[src/rtl/gb_cart_pkg.sv]
// gb_cart_pkg: shared definitions for the Game Boy cartridge bus master.
//   - cartOp_t    : command opcodes on cmd_op
//   - cartState_t : bus-cycle sequencer states
//   - ROM_BANK_REG / ROM_BANKN_BASE / CS_REGION_BASE : cartridge memory map anchors
//   - csHit()     : decodes whether an address falls in the /CS (external RAM and up) region
package gb_cart_pkg;

    typedef enum logic [1:0] {
        OP_READ        = 2'b00,
        OP_WRITE       = 2'b01,
        OP_LINEAR_READ = 2'b10,
        OP_RESERVED    = 2'b11
    } cartOp_t;

    typedef enum logic [2:0] {
        ST_IDLE   = 3'd0,
        ST_ADDR   = 3'd1,
        ST_STROBE = 3'd2,
        ST_HOLD   = 3'd3,
        ST_DONE   = 3'd4
    } cartState_t;

    localparam logic [15:0] ROM_BANK_REG   = 16'h2000;
    localparam logic [15:0] ROM_BANKN_BASE = 16'h4000;
    localparam logic [15:0] CS_REGION_BASE = 16'hA000;

    // /CS is asserted for 0xA000-0xFFFF, i.e. A15..A13 in {101,110,111}.
    function automatic logic csHit(input logic [15:0] addr);
        return (addr[15:13] >= CS_REGION_BASE[15:13]);
    endfunction

endpackage

[src/rtl/gb_phase_timer.sv]
// gb_phase_timer: counts system clocks inside a bus phase and phases inside a state.
//   clock, reset   : system clock, synchronous active-high reset
//   clear          : restart counting from clock 0 of phase 0 on the next edge
//   numPhases      : number of phases the current state lasts (1 or 2)
//   phaseEnd       : current clock is the last clock of a phase
//   lastClk        : current clock is the last clock of the last phase of the state
//   phaseIdx       : index of the current phase within the state
module gb_phase_timer #(
    parameter int PHASE_CYCLES = 4
) (
    input  logic       clock,
    input  logic       reset,
    input  logic       clear,
    input  logic [1:0] numPhases,
    output logic       phaseEnd,
    output logic       lastClk,
    output logic [1:0] phaseIdx
);

    localparam logic [7:0] LAST_CYCLE = 8'(PHASE_CYCLES - 1);

    logic [7:0] cycleCnt;

    assign phaseEnd = (cycleCnt == LAST_CYCLE);
    assign lastClk  = phaseEnd && (phaseIdx == (numPhases - 2'd1));

    // Clock-within-phase and phase-within-state counters.
    always_ff @(posedge clock) begin
        if (reset) begin
            cycleCnt <= 8'd0;
            phaseIdx <= 2'd0;
        end else if (clear) begin
            cycleCnt <= 8'd0;
            phaseIdx <= 2'd0;
        end else if (phaseEnd) begin
            cycleCnt <= 8'd0;
            phaseIdx <= phaseIdx + 2'd1;
        end else begin
            cycleCnt <= cycleCnt + 8'd1;
        end
    end

endmodule

[src/rtl/gb_cart_master.sv]
// gb_cart_master: command-driven bus master for a Game Boy cartridge slot.
//   Optional feature macro: GB_LINEAR_READ_EN compiles in LINEAR_READ (op 10),
//   which maps a 21-bit ROM address onto bank-register write + banked read,
//   skipping the bank write when the cached bank already matches.
// Ports:
//   clock, reset                       : system clock, synchronous active-high reset
//   cmd_valid/cmd_ready/cmd_op/
//   cmd_addr/cmd_wdata                 : command handshake and payload
//   rsp_valid/rsp_data/rsp_err         : one-cycle completion pulse and result
//   cart_addr, cart_dout/cart_doe/
//   cart_din                           : cartridge address and split data bus
//   cart_rd_n/cart_wr_n/cart_cs_n/
//   cart_phi                           : active-low strobes, /CS and bus clock
// A bus cycle is ADDR (1 phase), STROBE (2 phases), HOLD (1 phase), then DONE.
// All outputs are registered; they are decoded from the next-state values.
module gb_cart_master
    import gb_cart_pkg::*;
#(
    parameter int PHASE_CYCLES = 4
) (
    input  logic        clock,
    input  logic        reset,
    input  logic        cmd_valid,
    output logic        cmd_ready,
    input  logic [1:0]  cmd_op,
    input  logic [20:0] cmd_addr,
    input  logic [7:0]  cmd_wdata,
    output logic        rsp_valid,
    output logic [7:0]  rsp_data,
    output logic        rsp_err,
    output logic [15:0] cart_addr,
    output logic [7:0]  cart_dout,
    output logic        cart_doe,
    input  logic [7:0]  cart_din,
    output logic        cart_rd_n,
    output logic        cart_wr_n,
    output logic        cart_cs_n,
    output logic        cart_phi
);

    localparam logic [2:0] IDLE   = ST_IDLE;
    localparam logic [2:0] ADDR   = ST_ADDR;
    localparam logic [2:0] STROBE = ST_STROBE;
    localparam logic [2:0] HOLD   = ST_HOLD;
    localparam logic [2:0] DONE   = ST_DONE;

    logic [2:0]  state;
    logic        isWrite;
    logic        pending;      // a banked read follows the current bank-register write
    logic [13:0] linAddr;
    logic        errFlag;
    logic        cacheValid;
    logic [6:0]  cacheBank;
    logic [7:0]  readData;

    logic [2:0]  nState;
    logic [15:0] nAddr;
    logic        nIsWrite;
    logic        nPending;
    logic [13:0] nLinAddr;
    logic [7:0]  nWdata;
    logic        nErr;
    logic        nCacheValid;
    logic [6:0]  nCacheBank;

    logic        inBus;
    logic        busNext;
    logic        nextStrobeFirst;
    logic        phaseEnd;
    logic        lastClk;
    logic [1:0]  phaseIdx;
    logic [1:0]  numPhases;

`ifdef GB_LINEAR_READ_EN
    logic [6:0]  linBank;
    assign linBank = cmd_addr[20:14];
`else
    logic        unusedLinear;
    assign unusedLinear = ^{cmd_addr[20:16], cacheBank};
`endif

    assign inBus     = (state == ADDR) || (state == STROBE) || (state == HOLD);
    assign numPhases = (state == STROBE) ? 2'd2 : 2'd1;

    gb_phase_timer #(
        .PHASE_CYCLES(PHASE_CYCLES)
    ) u_timer (
        .clock    (clock),
        .reset    (reset),
        .clear    (!inBus || lastClk),
        .numPhases(numPhases),
        .phaseEnd (phaseEnd),
        .lastClk  (lastClk),
        .phaseIdx (phaseIdx)
    );

    // Next-state and next-transaction decode.
    always_comb begin
        nState      = state;
        nAddr       = cart_addr;
        nIsWrite    = isWrite;
        nPending    = pending;
        nLinAddr    = linAddr;
        nWdata      = cart_dout;
        nErr        = errFlag;
        nCacheValid = cacheValid;
        nCacheBank  = cacheBank;
        case (state)
            IDLE: begin
                if (cmd_valid) begin
                    nErr     = 1'b0;
                    nPending = 1'b0;
                    nIsWrite = 1'b0;
                    case (cmd_op)
                        OP_READ: begin
                            nAddr  = cmd_addr[15:0];
                            nState = ADDR;
                        end
                        OP_WRITE: begin
                            nAddr    = cmd_addr[15:0];
                            nIsWrite = 1'b1;
                            nWdata   = cmd_wdata;
                            nState   = ADDR;
                            // Any CPU write into the bank register window makes the cache stale.
                            if (cmd_addr[15:13] == ROM_BANK_REG[15:13]) begin
                                nCacheValid = 1'b0;
                            end else begin
                                nCacheValid = cacheValid;
                            end
                        end
                        OP_LINEAR_READ: begin
`ifdef GB_LINEAR_READ_EN
                            nState = ADDR;
                            if (linBank == 7'd0) begin
                                nAddr = {2'b00, cmd_addr[13:0]};
                            end else if (cacheValid && (linBank == cacheBank)) begin
                                nAddr = {ROM_BANKN_BASE[15:14], cmd_addr[13:0]};
                            end else begin
                                // Select the bank first; the banked read is chained after HOLD.
                                nAddr       = ROM_BANK_REG;
                                nIsWrite    = 1'b1;
                                nWdata      = {1'b0, linBank};
                                nPending    = 1'b1;
                                nLinAddr    = cmd_addr[13:0];
                                nCacheValid = 1'b1;
                                nCacheBank  = linBank;
                            end
`else
                            nState = DONE;
                            nErr   = 1'b1;
`endif
                        end
                        default: begin
                            nState = DONE;
                            nErr   = 1'b1;
                        end
                    endcase
                end else begin
                    nState = IDLE;
                end
            end
            ADDR: begin
                if (lastClk) begin
                    nState = STROBE;
                end else begin
                    nState = ADDR;
                end
            end
            STROBE: begin
                if (lastClk) begin
                    nState = HOLD;
                end else begin
                    nState = STROBE;
                end
            end
            HOLD: begin
                if (lastClk && pending) begin
                    nState   = ADDR;
                    nAddr    = {ROM_BANKN_BASE[15:14], linAddr};
                    nIsWrite = 1'b0;
                    nPending = 1'b0;
                end else if (lastClk) begin
                    nState = DONE;
                end else begin
                    nState = HOLD;
                end
            end
            DONE: begin
                nState = IDLE;
            end
            default: begin
                nState = IDLE;
            end
        endcase
    end

    assign busNext = (nState == ADDR) || (nState == STROBE) || (nState == HOLD);
    // Next clock is still in STROBE's first phase (entering it, or not at its end yet).
    assign nextStrobeFirst = (state != STROBE) || ((phaseIdx == 2'd0) && !phaseEnd);

    // Sequencer state and registered bus/response outputs.
    always_ff @(posedge clock) begin
        if (reset) begin
            state      <= IDLE;
            isWrite    <= 1'b0;
            pending    <= 1'b0;
            linAddr    <= 14'd0;
            errFlag    <= 1'b0;
            cacheValid <= 1'b0;
            cacheBank  <= 7'd0;
            readData   <= 8'h00;
            cmd_ready  <= 1'b1;
            rsp_valid  <= 1'b0;
            rsp_data   <= 8'h00;
            rsp_err    <= 1'b0;
            cart_addr  <= 16'h0000;
            cart_dout  <= 8'h00;
            cart_doe   <= 1'b0;
            cart_rd_n  <= 1'b1;
            cart_wr_n  <= 1'b1;
            cart_cs_n  <= 1'b1;
            cart_phi   <= 1'b0;
        end else begin
            state      <= nState;
            isWrite    <= nIsWrite;
            pending    <= nPending;
            linAddr    <= nLinAddr;
            errFlag    <= nErr;
            cacheValid <= nCacheValid;
            cacheBank  <= nCacheBank;
            if ((state == STROBE) && lastClk && !isWrite) begin
                readData <= cart_din;
            end else begin
                readData <= readData;
            end
            cmd_ready <= (nState == IDLE);
            rsp_valid <= (nState == DONE);
            rsp_err   <= (nState == DONE) && nErr;
            if (nState == DONE) begin
                rsp_data <= nErr ? 8'hFF : (nIsWrite ? 8'h00 : readData);
            end else begin
                rsp_data <= 8'h00;
            end
            cart_addr <= nAddr;
            cart_dout <= nWdata;
            cart_doe  <= nIsWrite && busNext;
            cart_rd_n <= !(!nIsWrite && ((nState == ADDR) || (nState == STROBE)));
            cart_wr_n <= !(nIsWrite && (nState == STROBE));
            cart_cs_n <= !(busNext && csHit(nAddr));
            cart_phi  <= (nState == ADDR) || ((nState == STROBE) && nextStrobeFirst);
        end
    end

endmodule

[config.mk]
export PLATFORM = sky130hd
export DESIGN_NAME = gb_cart_master
export DESIGN_NICKNAME = d
export VERILOG_FILES = /design/src/rtl/gb_cart_pkg.sv /design/src/rtl/gb_phase_timer.sv /design/src/rtl/gb_cart_master.sv
export SDC_FILE = /design/constraint.sdc
export NUM_CORES = 1
export LEC_CHECK = 0
export ABC_AREA = 1
export CAP_MARGIN = 40
export CORE_MARGIN = 2
export CORE_UTILIZATION = 45
export CTS_CLUSTER_SIZE = 10
export DETAILED_ROUTE_END_ITERATION = 12
export GPL_ROUTABILITY_DRIVEN = 0
export PLACE_DENSITY = 0.78
export SLEW_MARGIN = 20
export SYNTH_ARGS = -nofsm -noshare
export SYNTH_HDL_FRONTEND = slang
export SYNTH_SLANG_ARGS = --single-unit
export TNS_END_PERCENT = 50
[constraint.sdc]
create_clock -name clock -period 1.8 [get_ports clock]
set_input_delay 0.18 -clock clock [delete_from_list [all_inputs] [get_ports clock]]
set_output_delay 0.18 -clock clock [all_outputs]
set_load 0.1 [all_outputs]
==> qor.csv <==
stage,metric,value,unit
hold_path,Hold Crit Endpoint,cart_addr[0]$_SDFFE_PP0P_,
routing,DR WL/cell,11.5,um
placement,Buffers on Ports,76,
timing,Worst Max-Slew Pin Slew,401,ps
clock_tree,insertion delay to the later sink of the worst-skew pair,330,ps
die,DIE AREA,6070,um2
placement,HPWL after detailed placement,3.96,mm
synthesis,ys async rst share,0,
layout,layout cells sized above 1,0.253,
hold_path,worst hold start,cmd_addr[0],
routing,DR iter-0 viols,77,
pwr,Peak VDD IR,0.645,mV
synthesis,net count after synthesis,346,
grt,first-pass GRT wire length,9.02,mm
synthesis,Netlist Area Pre-Place,2460,um2
timing,Tcrit/Tclk final,0.926,
synthesis,Syn. warnings,0,
grt,initial antenna violation count,0,
clock_tree,CTS Sinks,63,
synthesis,register bit total from synthesis,63,
routing,M1 wire length,2.26,mm
routing,post-route antenna net violation count,0,
layout,antenna cells,0,
synthesis,"Top FF cell, synth",dfxtp_1,
routing,routed wire length,5.35,mm
critical_path,reg2reg path depth,10,
critical_path,Critical Path End Type,register,
layout,Syn-to-layout area delta,40.2,%
routing,first drt pass iteration count,4,
clock_tree,number of hold buffers added after CTS,0,
timing,Hold WS,432,ps
clock_tree,"Clk pin slew, worst setup/hold paths",70,ps
pwr,Leak,1.54,nW
critical_path,FF-to-FF Start,u_timer.cycleCnt[0]$_SDFF_PP0_,
grt,GRT Overall Usage,0.190,
synthesis,sequential share of the synthesized area,0.513,
synthesis,synthesized instance count,302,
die,Initial Util,0.472,
critical_path,"reg-to-reg slack, setup",130,ps
hold_path,worst min path class,input pin to register,
hold_path,hold path depth,3,
status,status,"complete, no violations",
synthesis,Syn Area/Cell,8.14,um2
clock_tree,TritonCTS clock tree,built,
critical_path,Worst Path Required,2070,ps
layout,final net count,435,
timing,Rel. slew slack,0.732,
die,core area,5200,um2
routing,routed via count,2183,
critical_path,Worst R2R End,readData[7]$_SDFFE_PP0P_,
synthesis,Post-synth EDFFs,0,
clock_tree,root buffer cell,clkbuf_8,
critical_path,"slowest stage delay, CP",350,ps
layout,post-layout util,0.662,
routing,WL met2,2.64,mm
die,site row count,26,
timing,"Min Clock Period, post-route",1670,ps
placement,Place WS,116,ps
critical_path,CP startpoint kind,register,
layout,# fillers,448,
clock_tree,H-Tree Level Count,3,
critical_path,CP Class,register to register,
timing,Max Clock Skew,6.76,ps
timing,final number of setup-violating endpoints,0,
clock_tree,Clock Path Buffers,2,
die,Chip Height,77.9,um
run,max_cap viols,0,
grt,vias in the first global route,2141,
timing,Final Worst Setup Slack,133,ps
critical_path,cells along the critical path,ha_2 > nand2_1 > nor2_1 > nand2_2 > nor2_2 > nand2_2 > nor3_4 > buf_4 > o21ai_0 > nor2_1,
pwr,Power Density,966,nW/um2
die,# IOs,82,
grt,grt total ovfl,0,
critical_path,CP max stage cell,dfxtp_1,
grt,largest net degree at the start of global routing,19,
timing,Fmax achieved,600,MHz
timing,Pins Over Slew Limit,0,
die,die width,77.9,um
routing,Vias per Instance,4.68,
routing,DRC viols,0,
synthesis,Cell variety after synth,31,
timing,final hold vios,0,
clock_tree,CTS Buf Count,9,
routing,met3 wire length,353,um
routing,max layer used,met4,
critical_path,WP data arrival,1940,ps
critical_path,CP max FO,4,
==> layout by cell type, fill, tap and decap left out, types with 2 or more instances in the layout <==
cell / netlist / final
a21oi_1: 13 / 13
buf_4: 0 / 49
clkbuf_8: 0 / 10
clkdlybuf4s50_1: 0 / 36
clkinv_2: 0 / 3
clkinvlp_4: 0 / 2
dfxtp_1: 63 / 63
inv_1: 17 / 17
inv_2: 7 / 7
mux2i_1: 2 / 2
nand2_1: 33 / 32
nand2_2: 5 / 6
nand3_1: 10 / 9
nand3_2: 1 / 2
nand4_1: 2 / 2
nor2_1: 84 / 84
nor2_2: 5 / 5
nor2_4: 2 / 2
nor2_8: 2 / 2
nor3b_1: 2 / 2
o21ai_0: 31 / 29
o21ai_1: 0 / 2
or2_2: 2 / 2
xor2_1: 3 / 3
==> registers in the layout, indices dropped and copies added, names as in the netlist <==
name              count
cart_addr            16
cart_dout             8
readData              8
rsp_data              8
u_timer.cycleCnt      8
state                 3
u_timer.phaseIdx      2
cart_cs_n             1
cart_doe              1
cart_phi              1
cart_rd_n             1
cart_wr_n             1
cmd_ready             1
errFlag               1
isWrite               1
rsp_err               1
rsp_valid             1
==> stage by stage <==
step,total power (W),cells,cell area (um2),setup TNS [ps]
3_5_place_dp,0.00217,448,3220,0
4_1_cts,0.00337,464,3420,0
2_1_floorplan,0.00197,302,2460,0
3_3_place_gp,0.00216,448,3220,0
6_report,0.00333,466,3450,0
5_1_grt,0.00348,466,3450,-41.2
==> cells in the mapped netlist, types with 2 or more instances <==
cell type / n / area, um2
nor2_1: 84 / 315
nor3b_1: 2 / 15.0
inv_2: 7 / 26.3
inv_1: 17 / 63.8
nand3_1: 10 / 50.1
or2_2: 2 / 12.5
nor2_2: 5 / 31.3
a21oi_1: 13 / 65.1
nand2_2: 5 / 31.3
nand2_1: 33 / 124
nand4_1: 2 / 12.5
buf_2: 2 / 10.0
o21ai_0: 31 / 155
xor2_1: 3 / 26.3
mux2i_1: 2 / 20.0
ha_1: 2 / 25.0
nor2_8: 2 / 40.0
dfxtp_1: 63 / 1260
nor2_4: 2 / 22.5
clkbuf_1: 4 / 15.0
==> repair_timing <==
action	4_1_cts	5_1_grt
setup buffers	0	2
endpoints found under the setup margin	0	13
resized for setup	0	5
==> metal layers <==
metal | track usage | vias to the layer above
met5 | 0 | -
met4 | 0.104 | 0
met3 | 0.0698 | 10
met2 | 0.321 | 52
met1 | 0.206 | 991
li1 | - | 1130
==> where the power goes <==
part / leakage [nW] / switching [W] / internal [W]
clock: 0.0981 / 0.000527 / 0.000669
sequential: 0.513 / 0.0000260 / 0.00145
combinational: 0.927 / 0.000479 / 0.000183
==> critical path, delay by kind of cell, from the launching register on <==
family	cells	cell delay, ps
simple gates	7	810
fa+ha+maj	1	210
compound gates	1	80
buf+inv	1	170
flops	1	350
==> cell families after synthesis <==
logic type / share of synthesized area
AO/OA/AOI/OAI: 0.104
multiplexers: 0.00814
buffers and inverters: 0.0575
adder cells (fa/ha/maj): 0.0102
XOR/XNOR: 0.0107
AND/OR/NAND/NOR: 0.296
flip-flops: 0.513
==> final cells by class <==
type	count	area (um2)	share of cell area
sequential	63	1260	0.366
multi-input combinational	206	1070	0.309
timing repair buffer	85	728	0.211
clock buffer	10	138	0.0399
inverter	26	105	0.0305
tap	70	87.6	0.0254
clock inverter	6	60.1	0.0174
==> worst max-delay path by stage <==
stage                                     endpoint                           start  depth (start not counted)
after floorplan               cart_rd_n$_SDFF_PP1_  u_timer.cycleCnt[0]$_SDFF_PP0_                         10
after global placement         cart_doe$_SDFF_PP0_                       cmd_valid                          8
after detailed placement  readData[5]$_SDFFE_PP0P_  u_timer.cycleCnt[0]$_SDFF_PP0_                          9
after CTS                 readData[6]$_SDFFE_PP0P_  u_timer.cycleCnt[0]$_SDFF_PP0_                          9
after global routing      readData[1]$_SDFFE_PP0P_  u_timer.cycleCnt[0]$_SDFF_PP0_                         10
final                     readData[7]$_SDFFE_PP0P_  u_timer.cycleCnt[0]$_SDFF_PP0_                         10
(Power assumes the default switching activity.)
